==> src/rtl/booth_div_seq_if.sv <==
// Divider handshake bundle: start/operands from the control unit, busy/done/results back.
// Latency: n/a (wires only).
// Backpressure: none; start is only honoured while the divider is idle.
interface booth_div_seq_if #(
    parameter int WIDTH = 32
);
    logic             start;
    logic [WIDTH-1:0] dividend;
    logic [WIDTH-1:0] divisor;
    logic             busy;
    logic             done;
    logic [WIDTH-1:0] quotient;
    logic [WIDTH-1:0] remainder;
    logic             div_zero;

    modport master (
        output start, dividend, divisor,
        input  busy, done, quotient, remainder, div_zero
    );

    modport slave (
        input  start, dividend, divisor,
        output busy, done, quotient, remainder, div_zero
    );
endinterface

==> src/rtl/booth_div_seq.sv <==
// Sequential signed divider (restoring, radix-2 on magnitudes); quotient -> LO, remainder -> HI.
// Latency: done WIDTH+2 cycles after the accepting edge, 1 cycle for divide-by-zero.
// Backpressure: start outside IDLE is dropped, not queued; results hold until next accepted start.
module booth_div_seq #(
    parameter int WIDTH = 32
) (
    input  logic            clk,
    input  logic            rst,
    booth_div_seq_if.slave  bus
);
    localparam int CNT_W = $clog2(WIDTH);

    typedef enum logic [1:0] {IDLE, CALC, FIX, DONE} state_t;

    state_t             state;
    state_t             state_nxt;
    logic               sign_q;
    logic               sign_r;
    logic [WIDTH-1:0]   q_reg;
    logic [WIDTH-1:0]   d_reg;
    logic [WIDTH:0]     p_reg;
    logic [CNT_W-1:0]   cnt;
    logic [WIDTH-1:0]   quotient_r;
    logic [WIDTH-1:0]   remainder_r;
    logic               div_zero_r;

    logic [WIDTH-1:0]   dvd_abs;
    logic [WIDTH-1:0]   dvs_abs;
    logic               dvs_is_zero;
    logic [WIDTH+1:0]   p_sh;
    logic [WIDTH+1:0]   trial;

    // Magnitudes are unsigned, so the most negative operand maps to 2^(WIDTH-1).
    assign dvd_abs     = bus.dividend[WIDTH-1] ? -bus.dividend : bus.dividend;
    assign dvs_abs     = bus.divisor[WIDTH-1]  ? -bus.divisor  : bus.divisor;
    assign dvs_is_zero = (bus.divisor == '0);

    assign p_sh  = {p_reg, q_reg[WIDTH-1]};
    assign trial = p_sh - {2'b00, d_reg};

    always_ff @(posedge clk) begin
        if (rst) begin
            state <= IDLE;
        end else begin
            state <= state_nxt;
        end
    end

    always_comb begin
        state_nxt = state;
        case (state)
            IDLE: begin
                if (bus.start) begin
                    state_nxt = dvs_is_zero ? DONE : CALC;
                end
            end
            CALC: begin
                if (cnt == '0) begin
                    state_nxt = FIX;
                end
            end
            FIX:     state_nxt = DONE;
            DONE:    state_nxt = IDLE;
            default: state_nxt = IDLE;
        endcase
    end

    always_ff @(posedge clk) begin
        if (rst) begin
            sign_q      <= 1'b0;
            sign_r      <= 1'b0;
            q_reg       <= '0;
            d_reg       <= '0;
            p_reg       <= '0;
            cnt         <= '0;
            quotient_r  <= '0;
            remainder_r <= '0;
            div_zero_r  <= 1'b0;
        end else begin
            case (state)
                IDLE: begin
                    if (bus.start) begin
                        sign_q     <= bus.dividend[WIDTH-1] ^ bus.divisor[WIDTH-1];
                        sign_r     <= bus.dividend[WIDTH-1];
                        q_reg      <= dvd_abs;
                        d_reg      <= dvs_abs;
                        p_reg      <= '0;
                        cnt        <= CNT_W'(WIDTH - 1);
                        div_zero_r <= dvs_is_zero;
                        if (dvs_is_zero) begin
                            quotient_r  <= '1;
                            remainder_r <= bus.dividend;
                        end
                    end
                end
                CALC: begin
                    // A negative trial (top bit set) restores the shifted remainder.
                    q_reg <= {q_reg[WIDTH-2:0], ~trial[WIDTH+1]};
                    p_reg <= trial[WIDTH+1] ? p_sh[WIDTH:0] : trial[WIDTH:0];
                    cnt   <= cnt - CNT_W'(1);
                end
                FIX: begin
                    quotient_r  <= sign_q ? -q_reg : q_reg;
                    remainder_r <= sign_r ? -p_reg[WIDTH-1:0] : p_reg[WIDTH-1:0];
                end
                default: begin
                end
            endcase
        end
    end

    assign bus.busy      = (state == CALC) || (state == FIX);
    assign bus.done      = (state == DONE);
    assign bus.quotient  = quotient_r;
    assign bus.remainder = remainder_r;
    assign bus.div_zero  = div_zero_r;
endmodule

==> src/flat_wrapper.sv <==
// flat-port wrapper written by rule: the top's interface ports become plain ports
module booth_div_seq_flat 
#(
    parameter int WIDTH = 32
)
  (clk, rst, bus_start, bus_dividend, bus_divisor, bus_busy, bus_done, bus_quotient, bus_remainder, bus_div_zero);
  booth_div_seq_if #(.WIDTH(WIDTH)) bus_i ();
  input  logic clk;
  input  logic rst;
  input wire logic [$bits(bus_i.start)-1:0] bus_start;
  input wire logic [$bits(bus_i.dividend)-1:0] bus_dividend;
  input wire logic [$bits(bus_i.divisor)-1:0] bus_divisor;
  output wire logic [$bits(bus_i.busy)-1:0] bus_busy;
  output wire logic [$bits(bus_i.done)-1:0] bus_done;
  output wire logic [$bits(bus_i.quotient)-1:0] bus_quotient;
  output wire logic [$bits(bus_i.remainder)-1:0] bus_remainder;
  output wire logic [$bits(bus_i.div_zero)-1:0] bus_div_zero;
  assign bus_i.start = bus_start;
  assign bus_i.dividend = bus_dividend;
  assign bus_i.divisor = bus_divisor;
  assign bus_busy = bus_i.busy;
  assign bus_done = bus_i.done;
  assign bus_quotient = bus_i.quotient;
  assign bus_remainder = bus_i.remainder;
  assign bus_div_zero = bus_i.div_zero;
  booth_div_seq #(.WIDTH(WIDTH)) u_core (.clk(clk), .rst(rst), .bus(bus_i));
endmodule
==> config.mk <==
export PLATFORM = sky130hd
export DESIGN_NAME = booth_div_seq_flat
export DESIGN_NICKNAME = d
export VERILOG_FILES = /design/src/rtl/booth_div_seq_if.sv /design/src/rtl/booth_div_seq.sv /design/src/flat_wrapper.sv
export SDC_FILE = /design/constraint.sdc
export NUM_CORES = 1
export LEC_CHECK = 0
export ABC_CLOCK_PERIOD_IN_PS = 8900
export CORE_UTILIZATION = 40
export CTS_BUF_LIST = sky130_fd_sc_hd__clkbuf_4 sky130_fd_sc_hd__clkbuf_8
export DETAILED_ROUTE_END_ITERATION = 8
export PLACE_DENSITY = 0.59
export SKIP_CTS_REPAIR_TIMING = 1
export SLEW_MARGIN = 25
export SYNTH_ARGS = -nofsm -noshare
export SYNTH_HDL_FRONTEND = slang
export SYNTH_SLANG_ARGS = --single-unit
==> constraint.sdc <==
create_clock -name clk -period 8.9 [get_ports clk]
set_clock_uncertainty 0.1 [all_clocks]
set_input_delay 1.78 -clock clk [delete_from_list [all_inputs] [get_ports clk]]
set_output_delay 1.78 -clock clk [all_outputs]
set_load 0.01 [all_outputs]
==> out/results.ini <==
[power]
vdd_ir_drop_max_uv=100.5
power.total_mw=3.107
swShare_pct=42.92
seqPwrFrac_pct=35.9
pwr-share-comb_pct=46.6
p_per_area_nw_per_um2=241.9
p_leak_nw=4.690
switchingPower_mw=1.334
internal_power_mw=1.774
clkPwrFrac_pct=17.6

[yosys]
ys.flop_type=dfxtp_1
syn-num-nets=1525
synth_enable_flop_cells=0
synth.yosys.seq_area_share_pct=31.23
syn_area_per_cell_um2=7.747
synthCells=1415
synth_warnings=0
syn_area_um2=10960
async_flop_share_pct=0
synth_top_area_share_pct=31.23
synth.area.top_cells=dfxtp_1 (31%), xor2_1 (9.7%), nand2_1 (8.0%)
synth.distinct_cells=58
yosys.area.top_type=dfxtp_1
synth_seq_cells=171

[timing]
max_freq_mhz=166.3
slew_violations=0
rsz0062_at_grt=no
min_period_over_period_pct=67.57
finalCriticalPeriod_ns=6.014
worst_pin_slew_ns=1.001
hold_viol=0
finalSetupViolCount=0
setup-tns-final_ns=0
finalHoldWorstSlack_ns=0.3568
slew_headroom_pct=33.29

[global_route]
grt_max_degree=98
grtUsageTotal_pct=20.85
grt_overflow=0
grt_pass1_wl_um=47800
antenna_found_initial=0
grt_pass1_vias=9178

[floorplan]
start_util_pct=40.67
die_x_um=167.5
rows=60
die_h_um=167.5
ioPinCount=134
die_area_um2=28070
design.core.area_um2=26950

[worst_setup_path]
critPathLaunchType=input pin
worstPathRequired_ns=9.19
cp.arrival_ns=6.30
critPathMaxFanout=76
end_kind=flip-flop
timing.rr.start=u_core.p_reg[4]
startpoint=bus_divisor[4]
worstSetupPathType=input pin to flip-flop

[final_layout]
final_util_pct=47.66
multi_input_area_um2=6980
layout-drive-gt1-share_pct=3.928
num_antenna_cells=0
largest_reg_flops=33
nNetsFinal=1599
fill_cells=2734
layout_common_cells=nand2_1 (233), dfxtp_1 (170), clkdlybuf4s50_1 (131), xor2_1 (121), o21ai_0 (114)
stdcell_area_um2=12840
regArea_um2=3425
layout_commonest_cell=nand2_1
syn_to_final_growth_pct=17.18

[cts]
clockBufferDepth=2
cts_buffers=17
root_buffer=clkbuf_8
clk_pin_slew_ns=0.10
cts_max_level=4
cts_tree=done
worst_skew_pair.late_latency_ns=0.46
clock_sink_count=171

[flow_run]
max-cap-violations=0

[placement]
hpwl_um=21240
placed_area_um2=12450
gp_congestion=0.8646
io_buffers=133

[routing]
drt-wirelength-per-cell_um=15.72
vias_per_cell=5.435
drc_errors=0
route.met2.wl_um=13050
wl_um=28960
firstDrtPassIters=5
top_layer=met4
final_antenna_net_count=0
wl_met3_um=1111
wl_met1_um=14530
drtIter0Drc=694
vias=10016

[worst_hold_path]
hold_class=flip-flop to flip-flop
worstHoldStart=u_core.bus.remainder[23]

[run_status]
status=completed

==> layer usage <==
| layer | track usage, % | up-vias |
|---|---|---|
| li1 | - | 5243 |
| met1 | 29.41 | 4522 |
| met2 | 33.70 | 234 |
| met3 | 2.789 | 17 |
| met4 | 4.507 | 0 |
| met5 | 0 | - |
==> layout make-up <==
| class | instances | share of cell area [%] |
|---|---|---|
| Tap cell | 341 | 3.322 |
| Clock buffer | 18 | 1.880 |
| Multi-Input combinational cell | 1102 | 54.34 |
| Timing Repair Buffer | 145 | 11.20 |
| Sequential cell | 171 | 26.66 |
| Inverter | 52 | 1.520 |
| Clock inverter | 14 | 1.071 |
==> cell families (layout without fill, tap and decap cells) <==
group | after synthesis | count (layout) | synth area share (%)
AOI/OAI and AO/OA | 445 | 445 | 26.60
xor gates and xnor gates | 149 | 149 | 11.91
adders and majority gates | 43 | 43 | 4.977
buffers and inverters | 142 | 229 | 5.273
DFF | 171 | 171 | 31.23
muxes | 24 | 24 | 2.192
and+or+nand+nor | 441 | 441 | 17.83
==> cells in the mapped netlist, types with 35 or more instances <==
library cell / instances
inv_1: 52
dfxtp_1: 171
o21ai_0: 115
a211oi_1: 40
nor2_1: 95
a21oi_1: 98
a311oi_1: 35
clkbuf_1: 74
xor2_1: 121
ha_1: 42
nand2_1: 233
o31ai_1: 35
==> final timing paths <==
check	end	slack [ns]	cells past startpoint
min reg2reg	u_core.bus.remainder[23]	0.36	2
max	u_core.bus.remainder[18]	2.89	12
min	u_core.bus.remainder[23]	0.36	2
max reg2reg	u_core.p_reg[28]	4.96	10
==> power groups by stage <==
| stage | Combinational (mW) | Sequential (mW) | Clock [mW] |
|---|---|---|---|
| 6_report | 1.45 | 1.11 | 0.547 |
| 5_1_grt | 1.63 | 1.14 | 0.591 |
| 4_1_cts | 1.45 | 1.11 | 0.562 |
| 3_5_place_dp | 1.45 | 1.13 | 0 |
| 3_3_place_gp | 1.44 | 1.13 | 0 |
| 2_1_floorplan | 1.03 | 1.10 | 0 |
==> per-stage QoR <==
| stage | setup WS (ns) | std cells |
|---|---|---|
| floorplan | 3.863 | 1415 |
| global placement | 2.499 | 1810 |
| detailed placement | 2.408 | 1810 |
| CTS | 2.896 | 1842 |
| global route | 2.615 | 1843 |
| finish | 2.886 | 1843 |
==> worst max-delay path, cell delays in order <==
cell	delay (ns)
clkdlybuf4s50_1	0.45
nor4_1	0.55
nand3_1	0.30
or4_1	0.57
or4_1	0.48
or4_4	0.50
o31ai_4	0.86
buf_12	0.38
o21ai_1	0.13
a21oi_1	0.13
a21oi_1	0.06
nor2_1	0.10
No activity file was read; power rests on OpenSTA's default activity.
